**config.mk**
```make
export PLATFORM = sky130hd
export DESIGN_NAME = dsp48a1_mac_ctrl
export DESIGN_NICKNAME = d
export VERILOG_FILES = /design/src/rtl/dsp48a1_mac_ctrl.sv
export SDC_FILE = /design/constraint.sdc
export NUM_CORES = 1
export LEC_CHECK = 0
export BUFFER_PORTS_ARGS = -buffer_cell sky130_fd_sc_hd__buf_4
export CAP_MARGIN = 20
export CORE_ASPECT_RATIO = 0.9
export CORE_MARGIN = 5
export CORE_UTILIZATION = 44
export DETAILED_ROUTE_END_ITERATION = 10
export PLACE_DENSITY = 0.72
export SYNTH_ARGS = -nofsm -noshare
export SYNTH_HDL_FRONTEND = slang
export SYNTH_SLANG_ARGS = --single-unit
export TNS_END_PERCENT = 1
```
**constraint.sdc**
```tcl
create_clock -name CLK -period 3.4 [get_ports CLK]
set_input_delay 0.68 -clock CLK [delete_from_list [all_inputs] [get_ports CLK]]
set_output_delay 0.68 -clock CLK [all_outputs]
set_load 0.02 [all_outputs]
```
**src/rtl/dsp48a1_mac_ctrl.sv**
```systemverilog
// rtl/dsp48a1_mac_ctrl.sv - dot-product sequencer feeding a DSP48A1 configured as an unsigned MAC
// (A1REG=1, MREG=1, PREG=1, OPMODEREG=1); issues terms, tracks OPMODE per slot, captures the sum.
module dsp48a1_mac_ctrl #(
   parameter int DW     = 18,
   parameter int PW     = 48,
   parameter int LW     = 16,
   parameter int P_LAT  = 3,
   parameter int OP_DLY = 1
) (
   input  logic          CLK,
   input  logic          RST,
   input  logic          start,
   input  logic [LW-1:0] len,
   output logic          busy,
   input  logic          in_valid,
   output logic          in_ready,
   input  logic [DW-1:0] in_a,
   input  logic [DW-1:0] in_b,
   output logic [DW-1:0] dsp_a,
   output logic [DW-1:0] dsp_b,
   output logic [7:0]    dsp_opmode,
   output logic          dsp_ce,
   input  logic [PW-1:0] dsp_p,
   output logic [PW-1:0] result,
   output logic          result_valid
);

   typedef enum logic [1:0] {IDLE, LOAD, DRAIN, DONE} state_t;

   localparam int         DCW      = $clog2(P_LAT + 2);
   localparam logic [7:0] OP_ZERO  = 8'h00;
   localparam logic [7:0] OP_HOLD  = 8'h08;
   localparam logic [7:0] OP_FIRST = 8'h01;
   localparam logic [7:0] OP_ACC   = 8'h09;

   state_t         state_q, state_d;
   logic [LW-1:0]  len_q, len_d;
   logic [LW-1:0]  cnt_q, cnt_d;
   logic [DCW-1:0] dcnt_q, dcnt_d;
   logic           first_q, first_d;
   logic           zlen_q, zlen_d;
   logic [DW-1:0]  a_q, a_d;
   logic [DW-1:0]  b_q, b_d;
   logic [PW-1:0]  res_q, res_d;
   logic [7:0]     op_in;
   logic [7:0]     op_sr_q [OP_DLY+1];
   logic           accept;

   always_comb begin
      state_d  = state_q;
      len_d    = len_q;
      cnt_d    = cnt_q;
      dcnt_d   = dcnt_q;
      first_d  = first_q;
      zlen_d   = zlen_q;
      a_d      = '0;
      b_d      = '0;
      res_d    = res_q;
      in_ready = (state_q == LOAD) && (cnt_q < len_q);
      accept   = in_valid && in_ready;
      // Non-term slots keep the accumulator once it holds a real partial sum.
      op_in    = first_q ? OP_HOLD : OP_ZERO;
      case (state_q)
         IDLE: begin
            if (start) begin
               len_d   = len;
               cnt_d   = '0;
               first_d = 1'b0;
               res_d   = '0;
               zlen_d  = (len == '0);
               state_d = (len == '0) ? DONE : LOAD;
            end
         end
         LOAD: begin
            if (accept) begin
               a_d     = in_a;
               b_d     = in_b;
               op_in   = first_q ? OP_ACC : OP_FIRST;
               first_d = 1'b1;
               cnt_d   = cnt_q + LW'(1);
               if (cnt_q + LW'(1) == len_q) begin
                  state_d = DRAIN;
                  dcnt_d  = DCW'(P_LAT);
               end
            end
         end
         DRAIN: begin
            if (dcnt_q == '0) begin
               res_d   = dsp_p;
               state_d = DONE;
            end else begin
               dcnt_d = dcnt_q - DCW'(1);
            end
         end
         DONE: begin
            zlen_d  = 1'b0;
            state_d = IDLE;
         end
         default: state_d = IDLE;
      endcase
   end

   always_ff @(posedge CLK) begin
      if (RST) begin
         state_q <= IDLE;
         len_q   <= '0;
         cnt_q   <= '0;
         dcnt_q  <= '0;
         first_q <= 1'b0;
         zlen_q  <= 1'b0;
         a_q     <= '0;
         b_q     <= '0;
         res_q   <= '0;
         for (int i = 0; i <= OP_DLY; i++) op_sr_q[i] <= OP_ZERO;
      end else begin
         state_q    <= state_d;
         len_q      <= len_d;
         cnt_q      <= cnt_d;
         dcnt_q     <= dcnt_d;
         first_q    <= first_d;
         zlen_q     <= zlen_d;
         a_q        <= a_d;
         b_q        <= b_d;
         res_q      <= res_d;
         // Stage 0 lines up with dsp_a/dsp_b; the tap OP_DLY stages later matches OPMODEREG.
         op_sr_q[0] <= op_in;
         for (int i = 1; i <= OP_DLY; i++) op_sr_q[i] <= op_sr_q[i-1];
      end
   end

   assign busy         = (state_q != IDLE);
   assign dsp_ce       = busy && !zlen_q;
   assign dsp_a        = a_q;
   assign dsp_b        = b_q;
   assign dsp_opmode   = op_sr_q[OP_DLY];
   assign result       = res_q;
   assign result_valid = (state_q == DONE);

endmodule

```
==> results.txt, run 1 <==
----------------------------------------------------
[Route]
  Detailed Route Iter0 Violations ... 404
  Routed length per instance ... approximately 16 um
  Number of design rule violations left after detail routing ... 0
  Routed via count ... 5333
  Via-to-Cell Ratio ... between 5 and 6
  Drt total wl ... roughly 16 mm
  Antenna-violating nets left ... 0
  First-pass DRT Iterations ... 5

[Worst setup path]
  Worst Setup Start Kind ... flop
  Arrival time of data at the critical path endpoint ... 3.29 ns
  Number of cells on the worst reg-to-reg path ... 8
  Critical path launch point ... cnt_q[0]
  Launching point of the worst reg2reg path ... cnt_q[0]
  Critical-path cell with the highest stage delay ... sky130_fd_sc_hd__o41ai_4
  Buffers and inverters on the worst path ... 0
  CP required ... approximately 3.7 ns
  Worst setup slack for register-to-register paths ... around 0.42 ns
  Peak fanout along the critical path ... 8
  Reg-to-reg critical path endpoint ... dcnt_q[2]
  Worst setup path category ... flop to flop
  Capturing element type of the critical path ... flop
  Crit path largest cell delay ... 0.53 ns
  Critical Path, Cell by Cell ... ha_1 -> nand3_2 -> or3_1 -> a2111oi_2 -> nand4_1 -> o41ai_4 -> nand4b_1 -> a221oi_1
  Critical path's top delay family ... compound AO/OA/AOI/OAI gates
  Critical Path Stages ... 8
  Critical path destination ... dcnt_q[2]

[STA]
  F_max ... about 340 MHz
  Worst max-slew margin expressed relative to the limit ... between 50% and 60%
  Post-route fraction of the period consumed by the critical path ... roughly 90%
  Setup repair after global routing missed its margin ... false
  Number of failing hold endpoints at the final stage ... 0
  Slew Limit Fails ... 0
  Final setup fails ... 0
  Setup TNS after final layout ... 0 ns
  Max Clock Skew ... roughly 0.011 ns
  Transition time at the pin with the least slew margin ... between 0.7 and 0.8 ns
  Final worst path period need ... between 2 and 3 ns

[Logic synthesis]
  Synthesized area divided by synthesized cell count ... between 8 and 9 um^2
  Post-synth EDFFs ... 0
  Compound-Gate Fraction of Synth Area ... roughly 15%
  Area of the mapped netlist ... 5540 um^2
  Flop and latch count out of synthesis ... about 130
  Fraction of the yosys area taken by sequential cells ... a little under half
  Share of the synthesized netlist area taken by xor and xnor gates ... approximately 3.5%
  Main combinational cell family by area after synthesis ... simple AND/OR/NAND/NOR gates
  Synth cell count leaders ... sky130_fd_sc_hd__dfxtp_1, sky130_fd_sc_hd__a21oi_1, sky130_fd_sc_hd__nand2_1, sky130_fd_sc_hd__nand3_1, sky130_fd_sc_hd__and2_1
  Most numerous cell in the Yosys netlist ... sky130_fd_sc_hd__dfxtp_1
  Largest cells by area after synthesis ... sky130_fd_sc_hd__dfxtp_1, sky130_fd_sc_hd__a21oi_1, sky130_fd_sc_hd__nand2_1
  Number of synthesis warnings ... 0
  Basic-gate share of the synthesized area counting and, or, nand and nor cells ... between 20% and 30%
  Post-synthesis async set-or-reset flop share ... 0%
  Post-synthesis share of cell area spent on full adders, half adders and majority gates ... a little over 5%
  Multiplexer fraction of the synthesized cell area ... 0%
  Cell accounting for the most synthesized area ... sky130_fd_sc_hd__dfxtp_1
  Most used flip-flop cell after synthesis ... sky130_fd_sc_hd__dfxtp_1
  Number of distinct standard cells referenced by the synthesized netlist ... 48
  Number of instances in the synthesized netlist ... roughly 660
  Share of Yosys cell area claimed by the top area cell type ... between 40% and 50%

[Clock tree]
  Number of buffers created by CTS ... 17
  Number of sinks handled by clock tree synthesis ... ~130
  H-Tree Level Count ... 4
  Clock slew at reported path FFs ... 0.06 ns
  Hold-fix buffers, CTS ... 0
  Number of buffers on the longest clock path ... 2
  Insertion delay of the later-clocked pin in the worst-skew pair ... between 0.4 and 0.5 ns
  Clock root cell ... sky130_fd_sc_hd__clkbuf_16
  Clock tree from TritonCTS ... built
  Post-cts resize count ... 0
  Post-CTS setup repair buffer count ... 0

[Hold path]
  Hold WC Path Type ... flop to flop

[Run status]
  Outcome ... finished clean

[Power and ir drop]
  Combinational share of power ... around 31%
  PwrDens ... between 600 and 700 nW/um^2
  Worst supply voltage drop on vdd ... roughly 440 uV
  Switch Pwr ... 1.81 mW
  Clock power frac ... between 30% and 40%
  Sw frac ... around 34%
  Leakage power of the design ... between 3 and 4 nW
  Overall power ... approximately 5.3 mW
  Int Pwr ... 3.47 mW
  Seq pwr share ... about 33%

[Global routing]
  Global-route wire length before repair ... about 25 mm
  Remaining Overflow, GRT ... 0
  Number of global-route vias before repair ... 5155
  Antenna violations before repair ... 0
  GRT Total Usage ... 21.1%
  Largest net degree at the start of global routing ... 56

[Place]
  RD Place Congestion ... between 0.9 and 1
  Inst Count DP ... around 980
  HPWL Detailed ... ~12 mm
  Port Buffers ... between 150 and 200

[Finish]
  Net count of the finished layout ... 961
  Layout cell share with drive strength beyond 1 ... between 20 and 30%
  ANT cells ... 0
  Filler Cell Count ... between 1k and 1.5k
  Growth of design area from synthesis to finish ... 38.2%
  Count of placed standard cells in the final layout, fillers left out ... between 1k and 1.5k

[Die]
  Die outline height ... 116 um
  Core region area ... around 12000 um^2
  Initial core utilization ... a little under half
  Die W ... roughly 130 um
  I/O Pins ... 200
  Placement row count ... 38
  Overall die area ... ~15000 um^2

[Flow run]
  Number of maximum-capacitance violations ... 0

----------------------------------------------------
-- how the worst min path moves through the flow --
stage,depth (start not counted),endpoint,start
floorplan,1,op_sr_q[0][11],op_sr_q[0][3]
global route,2,dsp_a[15],in_a[15]
detailed placement,1,op_sr_q[0][11],op_sr_q[0][3]
global placement,1,op_sr_q[0][8],op_sr_q[0][0]
finish,1,op_sr_q[0][11],op_sr_q[0][3]
CTS,1,op_sr_q[0][11],op_sr_q[0][3]
-- flip-flops by register name, indices dropped and copies added (netlist names) --
signal	cells
dsp_a	18
cnt_q	16
state_q	2
dsp_b	18
len_q	16
op_sr_q	4
first_q	1
zlen_q	1
result	48
dcnt_q	3
-- power by group through the flow --
stage | combinational [mW] | sequential (mW) | clock (mW)
6_report | 1.63 | 1.74 | 1.91
5_1_grt | 1.79 | 1.76 | 2.01
4_1_cts | 1.63 | 1.74 | 1.94
3_5_place_dp | 1.63 | 1.77 | 0
3_3_place_gp | 1.59 | 1.76 | 0
2_1_floorplan | 0.949 | 1.87 | 0
-- cell families (layout without fill, tap and decap cells) --
kind of cell,count (synthesis),in the layout
buffers and inverters,76,260
and+or+nand+nor,267,267
AOI/OAI and AO/OA,142,142
xor gates and xnor gates,22,22
other,1,6
adders and majority gates,23,23
DFF,127,127
-- metrics by stage --
step | worst slack [ns] | util (%) | hold slack [ns] | instance area (um^2)
2_1_floorplan | 0.845 | - | 0.414 | 5560
3_3_place_gp | 0.667 | 57.7 | 0.421 | 7030
3_5_place_dp | 0.474 | 57.7 | 0.429 | 7030
4_1_cts | 0.446 | 62.9 | 0.441 | 7650
5_1_grt | 0.266 | 62.9 | 0.446 | 7650
6_report | 0.423 | 62.9 | 0.435 | 7650
-- layout by cell type (no fill, tap or decap), types with 3 or more instances in the layout --
cell type and count:
sky130_fd_sc_hd__xnor2_1 14, sky130_fd_sc_hd__clkbuf_8 5, sky130_fd_sc_hd__conb_1 6, sky130_fd_sc_hd__dfxtp_1 127
sky130_fd_sc_hd__inv_1 27, sky130_fd_sc_hd__xor2_1 8, sky130_fd_sc_hd__buf_4 201, sky130_fd_sc_hd__or3_1 7
sky130_fd_sc_hd__nor4_1 8, sky130_fd_sc_hd__and2_1 37, sky130_fd_sc_hd__nor3_1 4, sky130_fd_sc_hd__nor2b_1 7
sky130_fd_sc_hd__a31oi_1 6, sky130_fd_sc_hd__clkinv_2 3, sky130_fd_sc_hd__nor2_1 24, sky130_fd_sc_hd__bufinv_16 3
sky130_fd_sc_hd__nand3b_1 5, sky130_fd_sc_hd__clkbuf_16 17, sky130_fd_sc_hd__nand4_1 10, sky130_fd_sc_hd__a21oi_1 94
sky130_fd_sc_hd__ha_1 22, sky130_fd_sc_hd__o21ai_0 22, sky130_fd_sc_hd__a22oi_1 3, sky130_fd_sc_hd__and3_1 3
sky130_fd_sc_hd__nand3_1 55, sky130_fd_sc_hd__nand2_1 94
-- cell type report --
cell class,count,area [um^2],share of cell area [%]
Multi-Input combinational cell,460,2670,34.9
Sequential cell,127,2540,33.2
Timing Repair Buffer,201,1510,19.7
Clock buffer,23,498,6.51
Tap cell,160,200,2.62
Clock inverter,9,129,1.68
Inverter,27,101,1.32
-- per-layer routing --
metal | global-route usage, % | up-vias | part of all wire [%]
met2 | 34.2 | 243 | 47
li1 | - | 2595 | -
met4 | 9.41 | 0 | 2.7
met5 | 0 | - | 0
met1 | 24.8 | 2463 | 40
met3 | 8.64 | 32 | 10
Power figures use the tool's default switching activity.
==> run 2: changes to the inputs <==
--- a/config.mk
+++ b/config.mk
@@ -5,6 +5,7 @@
 export SDC_FILE = /design/constraint.sdc
 export NUM_CORES = 1
 export LEC_CHECK = 0
+export ABC_AREA = 1
 export BUFFER_PORTS_ARGS = -buffer_cell sky130_fd_sc_hd__buf_4
 export CAP_MARGIN = 20
 export CORE_ASPECT_RATIO = 0.9
==> run 2 against run 1 <==
Compared with the run above:
- combinational power about the same
- die area increased by 1.5%
- register-to-register slack improved by 0.62 ns
- synthesized cell count increased by 17%
- setup slack improved by 0.23 ns
- maximum frequency rose by 8.5%
- area after synthesis rose by 1.6%
- routed wire length shrank 2.0%
- final area rose by 1.6%
- worst hold slack worse by 0.032 ns
- sequential cell count unchanged
- non-clock buffer count decreased by 2
==> results.txt, run 2 <==
----------------------------------------------------
[STA]
  Worst max-slew margin expressed relative to the limit ... 43.4% (was 51.5%)
  Transition time at the pin with the least slew margin ... 0.848 ns (was 0.724 ns)
  Worst hold slack after final layout ... 0.403 ns (was 0.435 ns)
  Max Clock Skew ... 0.00794 ns (was 0.0111 ns)
  Setup repair after global routing missed its margin ... false (unchanged)
  Final setup fails ... 0 (unchanged)
  Crit path setup slack, layout ... 0.656 ns (was 0.423 ns)
  Final worst path period need ... 2.74 ns (was 2.98 ns)
  F_max ... 364 MHz (was 336 MHz)
  Slew Limit Fails ... 0 (unchanged)
  Number of failing hold endpoints at the final stage ... 0 (unchanged)
  Post-route fraction of the period consumed by the critical path ... 80.7% (was 87.6%)
  Setup TNS after final layout ... 0 ns (unchanged)

[Clock tree]
  Post-cts resize count ... 0 (unchanged)
  Number of buffers on the longest clock path ... 2 (unchanged)
  Hold-fix buffers, CTS ... 0 (unchanged)
  Clock root cell ... sky130_fd_sc_hd__clkbuf_16 (unchanged)
  Post-CTS setup repair buffer count ... 0 (unchanged)
  Clock slew at reported path FFs ... 0.06 ns (about the same)
  Number of buffers created by CTS ... 17 (unchanged)
  Clock tree from TritonCTS ... built (unchanged)
  H-Tree Level Count ... 4 (unchanged)
  Insertion delay of the later-clocked pin in the worst-skew pair ... 0.41 ns (was 0.42 ns)
  Number of sinks handled by clock tree synthesis ... 127 (unchanged)

[Route]
  Routed length per instance ... 14.2 um (was 16.1 um)
  First-pass DRT Iterations ... 5 (unchanged)
  Routed via count ... 5499 (was 5333)
  Number of design rule violations left after detail routing ... 0 (unchanged)
  Antenna-violating nets left ... 0 (unchanged)
  Via-to-Cell Ratio ... 4.90 (was 5.30)
  Drt total wl ... 15.9 mm (was 16.2 mm)
  Detailed Route Iter0 Violations ... 361 (was 404)

[Power and ir drop]
  Sw frac ... 34.0% (was 34.3%)
  Clock power frac ... 36.0% (was 36.1%)
  Worst supply voltage drop on vdd ... 423 uV (was 438 uV)
  Leakage power of the design ... 3.59 nW (was 3.25 nW)
  Combinational share of power ... 30.5% (was 30.9%)
  Int Pwr ... 3.52 mW (was 3.47 mW)
  PwrDens ... 686 nW/um^2 (was 690 nW/um^2)
  Switch Pwr ... 1.81 mW (about the same)
  Overall power ... 5.33 mW (was 5.28 mW)
  Seq pwr share ... 33.5% (was 33.0%)

[Die]
  Core region area ... 12600 um^2 (was 12200 um^2)
  Die outline height ... 117 um (was 116 um)
  Die W ... 129 um (was 128 um)
  Overall die area ... 15200 um^2 (was 14900 um^2)
  Placement row count ... 39 (was 38)
  Initial core utilization ... 44.5% (was 45.5%)
  I/O Pins ... 200 (unchanged)

[Global routing]
  Global Route met2 Usage ... 33.9% (was 34.2%)
  Most utilized layer in the global route result ... met2 (unchanged)
  Antenna violations before repair ... 0 (unchanged)
  Global-route wire length before repair ... 24.9 mm (was 25.0 mm)
  Met1 Use GR ... 24.9% (was 24.8%)
  Number of global-route vias before repair ... 5210 (was 5155)
  GRT Total Usage ... 20.8% (was 21.1%)
  Remaining Overflow, GRT ... 0 (unchanged)
  GR Util met3 ... 8.12% (was 8.64%)
  Largest net degree at the start of global routing ... 61 (was 56)

[Place]
  DP Worst Slack ... 1.09 ns (was 0.474 ns)
  Port Buffers ... 193 (unchanged)
  HPWL Detailed ... 11.4 mm (was 11.9 mm)
  RD Place Congestion ... 0.886 (was 0.905)
  Area of placed instances ... 7150 um^2 (was 7030 um^2)

[Worst setup path]
  Worst setup path category ... flop to output pin (was flop to flop)
  Crit path largest cell delay ... 0.45 ns (was 0.53 ns)
  Cell repeated most along the worst path ... sky130_fd_sc_hd__nand2_1
  Peak fanout along the critical path ... 6 (was 8)
  Critical path's top delay family ... simple AND/OR/NAND/NOR gates (was compound AO/OA/AOI/OAI gates)
  Critical-path cell with the highest stage delay ... sky130_fd_sc_hd__dfxtp_1 (was sky130_fd_sc_hd__o41ai_4)
  Worst Setup Start Kind ... flop (unchanged)
  Arrival time of data at the critical path endpoint ... 2.06 ns (was 3.29 ns)
  Buffers and inverters on the worst path ... 1 (was 0)
  CP required ... 2.72 ns (was 3.72 ns)
  Capturing element type of the critical path ... output pin (was flop)
  Critical Path, Cell by Cell ... ha_1 -> a21oi_1 -> o21ai_0 -> nand2_1 -> nand2_1 -> nand2_1 -> nand2_1 -> nor2_1 -> buf_4 (was ha_1 -> nand3_2 -> or3_1 -> a2111oi_2 -> nand4_1 -> o41ai_4 -> nand4b_1 -> a221oi_1)

[Finish]
  Max reg flops ... 48 (unchanged)
  Leading cell type in the layout, fill and taps excluded ... sky130_fd_sc_hd__buf_4 (unchanged)
  Growth of design area from synthesis to finish ... 38.1% (was 38.2%)
  Net count of the finished layout ... 1072 (was 961)
  Top library cells by usage in the layout, fill and taps aside ... sky130_fd_sc_hd__buf_4, sky130_fd_sc_hd__nand2_1, sky130_fd_sc_hd__dfxtp_1, sky130_fd_sc_hd__a21oi_1, sky130_fd_sc_hd__nand3_1 (was sky130_fd_sc_hd__buf_4, sky130_fd_sc_hd__dfxtp_1, sky130_fd_sc_hd__a21oi_1, sky130_fd_sc_hd__nand2_1, sky130_fd_sc_hd__nand3_1)
  Final design area excluding fillers ... 7770 um^2 (was 7650 um^2)
  Layout cell share with drive strength beyond 1 ... 25.7% (was 28.9%)
  ANT cells ... 0 (unchanged)

[Logic synthesis]
  Flop and latch count out of synthesis ... 127 (unchanged)
  Number of instances in the synthesized netlist ... 767 (was 658)
  Post-synth EDFFs ... 0 (unchanged)
  Share of Yosys cell area claimed by the top area cell type ... 45.2% (was 45.9%)
  Synthesized area divided by synthesized cell count ... 7.34 um^2 (was 8.41 um^2)
  Number of synthesis warnings ... 0 (unchanged)
  Largest cells by area after synthesis ... sky130_fd_sc_hd__dfxtp_1, sky130_fd_sc_hd__nand2_1, sky130_fd_sc_hd__a21oi_1 (was sky130_fd_sc_hd__dfxtp_1, sky130_fd_sc_hd__a21oi_1, sky130_fd_sc_hd__nand2_1)
  Most used flip-flop cell after synthesis ... sky130_fd_sc_hd__dfxtp_1 (unchanged)
  Number of distinct standard cells referenced by the synthesized netlist ... 33 (was 48)
  Area of the mapped netlist ... 5630 um^2 (was 5540 um^2)
  Most numerous cell in the Yosys netlist ... sky130_fd_sc_hd__nand2_1 (was sky130_fd_sc_hd__dfxtp_1)
  Synth cell count leaders ... sky130_fd_sc_hd__nand2_1, sky130_fd_sc_hd__dfxtp_1, sky130_fd_sc_hd__a21oi_1, sky130_fd_sc_hd__nand3_1, sky130_fd_sc_hd__inv_1 (was sky130_fd_sc_hd__dfxtp_1, sky130_fd_sc_hd__a21oi_1, sky130_fd_sc_hd__nand2_1, sky130_fd_sc_hd__nand3_1, sky130_fd_sc_hd__and2_1)
  Fraction of the yosys area taken by sequential cells ... 45.2% (was 45.9%)
  Cell accounting for the most synthesized area ... sky130_fd_sc_hd__dfxtp_1 (unchanged)
  Post-synthesis async set-or-reset flop share ... 0% (unchanged)

[Run status]
  Outcome ... finished clean (unchanged)

[Hold path]
  Hold WC Path Type ... flop to flop (unchanged)

[Flow run]
  Number of maximum-capacitance violations ... 0 (unchanged)

----------------------------------------------------
run 2: worst reg2reg max path: cells and delay by family (launching register included):
kind	cells	cell delay (ns)
flops	1	0.44
fa+ha+maj	1	0.36
simple gates	14	1.50
run 2: cell families after synthesis:
logic type | after synthesis | synth area share [%]
flip-flops | 127 | 45.2
buffers and inverters | 141 | 10.1
AO/OA/AOI/OAI | 121 | 11.0
other | 1 | 0.0666
XOR/XNOR | 7 | 1.85
adder cells (fa/ha/maj) | 23 | 5.11
AND/OR/NAND/NOR | 347 | 26.7
run 2: area by class of cell:
class | instances | area [um^2]
Tap cell | 164 | 205
Sequential cell | 127 | 2540
Multi-Input combinational cell | 504 | 2540
Clock inverter | 9 | 156
Inverter | 96 | 360
Timing Repair Buffer | 199 | 1490
Fill cell | 1141 | 4870
Clock buffer | 23 | 468
run 2: final timing paths:
path                 start             to  slack (ns)  depth (start not counted)
max               cnt_q[3]       in_ready        0.66                          9
min          op_sr_q[0][0]  op_sr_q[0][8]        0.40                          2
max reg2reg       cnt_q[0]     state_q[1]        1.04                         15
min reg2reg  op_sr_q[0][0]  op_sr_q[0][8]        0.40                          2
run 2: layer usage:
layer,vias up,routed length [um]
met2,189,7640
li1,2812,-
met3,31,1340
met4,0,349
met5,-,0
met1,2467,6570
run 2: power groups by stage:
stage               Combinational [mW]  Sequential (mW)  Clock, mW
floorplan                        0.946             1.92          0
global placement                  1.62             1.81          0
detailed placement                1.63             1.81          0
CTS                               1.63             1.78       1.95
global route                      1.81             1.80       2.02
finish                            1.63             1.78       1.92
run 2: stage by stage:
stage | util [%] | instances
6_report | 61.5 | 1122
5_1_grt | 61.5 | 1122
4_1_cts | 61.5 | 1122
3_5_place_dp | 56.5 | 1090
3_3_place_gp | 56.5 | 1090
2_1_floorplan | - | 772
==> run 3: changes to the inputs <==
--- a/config.mk
+++ b/config.mk
@@ -12,7 +12,7 @@
 export CORE_MARGIN = 5
 export CORE_UTILIZATION = 44
 export DETAILED_ROUTE_END_ITERATION = 10
-export PLACE_DENSITY = 0.72
+export PLACE_DENSITY = 0.75
 export SYNTH_ARGS = -nofsm -noshare
 export SYNTH_HDL_FRONTEND = slang
 export SYNTH_SLANG_ARGS = --single-unit
==> constraint.sdc (replaced) <==
create_clock -name CLK -period 2.39 [get_ports CLK]
set_input_delay 0.478 -clock CLK [delete_from_list [all_inputs] [get_ports CLK]]
set_output_delay 0.478 -clock CLK [all_outputs]
set_load 0.02 [all_outputs]
==> run 3 against run 2 <==
Compared with the run above:
- non-clock buffer count grew 12
- total power grew 44%
- global-route usage grew 0.31 points
- via count grew 1.3%
- count of clock-buffer cells in the layout is the same
- sequential cell count is the same
- register-to-register slack lost 0.84 ns
- utilization grew 2.3 points
- sequential power grew 43%
- worst hold slack lost 0.13 ns
- combinational power grew 58%
- critical endpoint unchanged
==> results.txt, run 3 (synthesis gave the netlist of run 2 again) <==
----------------------------------------------------
[Worst setup path]
  Worst setup path category ... flop to output pin (unchanged)
  Critical path launch point ... cnt_q[12] (was cnt_q[3])
  Critical-path cell with the highest stage delay ... sky130_fd_sc_hd__dfxtp_1 (unchanged)
  Critical path's top delay family ... flip-flops (was simple AND/OR/NAND/NOR gates)
  Buffers and inverters on the worst path ... 2 (was 1)
  Capturing element type of the critical path ... output pin (unchanged)
  Critical Path, Cell by Cell ... ha_1 -> nand3_2 -> inv_1 -> a21oi_2 -> nand2_2 -> nor2_4 -> buf_6 (was ha_1 -> a21oi_1 -> o21ai_0 -> nand2_1 -> nand2_1 -> nand2_1 -> nand2_1 -> nor2_1 -> buf_4)
  Launching point of the worst reg2reg path ... cnt_q[12] (was cnt_q[0])
  Crit path largest cell delay ... 0.45 ns (about the same)
  CP required ... 1.91 ns (was 2.72 ns)
  Arrival time of data at the critical path endpoint ... 1.84 ns (was 2.06 ns)
  Worst Setup Start Kind ... flop (unchanged)
  Peak fanout along the critical path ... 7 (was 6)

[Place]
  HPWL Detailed ... 11.8 mm (was 11.4 mm)
  RD Place Congestion ... 0.926 (was 0.886)
  Port Buffers ... 193 (unchanged)

[Global routing]
  Remaining Overflow, GRT ... 0 (unchanged)
  Number of global-route vias before repair ... 5211 (was 5210)
  Global Route met2 Usage ... 34.3% (was 33.9%)
  Largest net degree at the start of global routing ... 49 (was 61)
  Met1 Use GR ... 24.3% (was 24.9%)
  GR Util met3 ... 9.66% (was 8.12%)
  Most utilized layer in the global route result ... met2 (unchanged)
  GRT Total Usage ... 21.1% (was 20.8%)
  Global-route wire length before repair ... 25.1 mm (was 24.9 mm)
  Antenna violations before repair ... 0 (unchanged)

[Finish]
  Area taken by flip-flops and latches ... 2560 um^2 (was 2540 um^2)
  Layout cell share with drive strength beyond 1 ... 31.3% (was 25.7%)
  Leading cell type in the layout, fill and taps excluded ... sky130_fd_sc_hd__buf_4 (unchanged)
  Filler Cell Count ... 1113 (was 1141)
  Post-Route Utilization ... 63.8% (was 61.5%)
  Net count of the finished layout ... 1084 (was 1072)
  Total area of multi-input combinational cells ... 2720 um^2 (was 2540 um^2)
  ANT cells ... 0 (unchanged)
  Top library cells by usage in the layout, fill and taps aside ... sky130_fd_sc_hd__buf_4, sky130_fd_sc_hd__nand2_1, sky130_fd_sc_hd__dfxtp_1, sky130_fd_sc_hd__nand3_1, sky130_fd_sc_hd__a21oi_1 (was sky130_fd_sc_hd__buf_4, sky130_fd_sc_hd__nand2_1, sky130_fd_sc_hd__dfxtp_1, sky130_fd_sc_hd__a21oi_1, sky130_fd_sc_hd__nand3_1)
  Max reg flops ... 48 (unchanged)
  Growth of design area from synthesis to finish ... 43.3% (was 38.1%)

[STA]
  Number of failing hold endpoints at the final stage ... 0 (unchanged)
  Setup TNS after final layout ... 0 ns (unchanged)
  Final setup fails ... 0 (unchanged)
  Worst hold slack after final layout ... 0.273 ns (was 0.403 ns)
  F_max ... between 400 and 500 MHz
  Final worst path period need ... about 2.3 ns
  Setup repair after global routing missed its margin ... true (was false)
  Post-route fraction of the period consumed by the critical path ... 97.1%
  Max Clock Skew ... 0.00611 ns (was 0.00794 ns)
  Slew Limit Fails ... 0 (unchanged)

[Clock tree]
  Clock slew at reported path FFs ... 0.06 ns (about the same)
  Number of sinks handled by clock tree synthesis ... 127 (unchanged)
  Clock root cell ... sky130_fd_sc_hd__clkbuf_16 (unchanged)
  Number of buffers on the longest clock path ... 2 (unchanged)
  Number of buffers created by CTS ... 17 (unchanged)
  Hold-fix buffers, CTS ... 0 (unchanged)
  H-Tree Level Count ... 4 (unchanged)
  Clock tree from TritonCTS ... built (unchanged)
  Insertion delay of the later-clocked pin in the worst-skew pair ... 0.41 ns (about the same)

[Route]
  Routed via count ... 5572 (was 5499)
  Detailed Route Iter0 Violations ... 405 (was 361)
  Routed length per instance ... 14.5 um (was 14.2 um)
  Antenna-violating nets left ... 0 (unchanged)
  Number of design rule violations left after detail routing ... 0 (unchanged)
  First-pass DRT Iterations ... 5 (unchanged)
  Drt total wl ... 16.4 mm (was 15.9 mm)
  Via-to-Cell Ratio ... 4.91 (was 4.90)

[Flow run]
  Number of maximum-capacitance violations ... 0 (unchanged)

[Power and ir drop]
  Leakage power of the design ... 3.68 nW (was 3.59 nW)
  PwrDens ... 953 nW/um^2 (was 686 nW/um^2)
  Worst supply voltage drop on vdd ... 650 uV (was 423 uV)

[Die]
  Die W ... 129 um (unchanged)
  Overall die area ... 15200 um^2 (unchanged)
  I/O Pins ... 200 (unchanged)
  Initial core utilization ... 44.5% (unchanged)
  Die outline height ... 117 um (unchanged)
  Core region area ... 12600 um^2 (unchanged)
  Placement row count ... 39 (unchanged)

[Run status]
  Outcome ... finished clean (unchanged)

[Hold path]
  Worst hold start ... in_b[1] (was op_sr_q[0][0])
  Hold WC Path Type ... input port to flop (was flop to flop)

----------------------------------------------------
[run 3: timing repair]
action                                  in CTS  in global routing
endpoints found under the setup margin       1                 51
buffers inserted                             2                  1
pin swaps                                   12                  7
resized for setup                           20                 30
[run 3: where the power goes]
| part | total [mW] | internal [mW] | switching (mW) |
|---|---|---|---|
| Sequential | 2.54 | 2.40 | 0.142 |
| Combinational | 2.57 | 0.974 | 1.59 |
| Clock | 2.57 | 1.64 | 0.933 |
[run 3: worst reg2reg max path, stage by stage (launching register included)]
cell,delay [ns]
sky130_fd_sc_hd__dfxtp_1,0.45
sky130_fd_sc_hd__ha_1,0.29
sky130_fd_sc_hd__nand3_2,0.09
sky130_fd_sc_hd__inv_1,0.06
sky130_fd_sc_hd__a21oi_2,0.19
sky130_fd_sc_hd__nand2_2,0.11
sky130_fd_sc_hd__nor2_4,0.11
sky130_fd_sc_hd__buf_4,0.12
sky130_fd_sc_hd__buf_4,0.10
sky130_fd_sc_hd__nand2_1,0.07
sky130_fd_sc_hd__a21oi_2,0.23
sky130_fd_sc_hd__nand2_1,0.10
sky130_fd_sc_hd__nand2_1,0.07
sky130_fd_sc_hd__nand2_1,0.06
sky130_fd_sc_hd__nor2_1,0.10
[run 3: cell type report]
class | count | share of cell area [%]
Clock buffer | 23 | 6.05
Tap cell | 164 | 2.54
Multi-Input combinational cell | 504 | 33.7
Clock inverter | 9 | 1.33
Sequential cell | 127 | 31.8
Timing Repair Buffer | 211 | 20.2
Inverter | 96 | 4.47
[run 3: worst paths after layout]
check                                 endpoint  slack (ns)  cells past startpoint
worst min-delay path                  dsp_b[1]        0.27                      3
worst min register to register  op_sr_q[0][11]        0.42                      2
worst max-delay path                  in_ready        0.07                      7
worst max register to register       dcnt_q[2]        0.20                     14
[run 3: stage by stage]
step           power, mW  cells  instance area (um^2)  setup slack [ns]
2_1_floorplan       4.07    772                  5650             0.238
3_3_place_gp        4.96   1099                  7250             0.281
3_5_place_dp        4.98   1099                  7250             0.203
4_1_cts             7.63   1133                  7950          0.000715
5_1_grt             8.12   1134                  8070           -0.0348
6_report            7.68   1134                  8070            0.0703
[run 3: metal layers]
metal	vias up	share of wire [%]
li1	2830	-
met4	0	2.2
met3	31	9.1
met2	189	48
met5	-	0
met1	2522	41
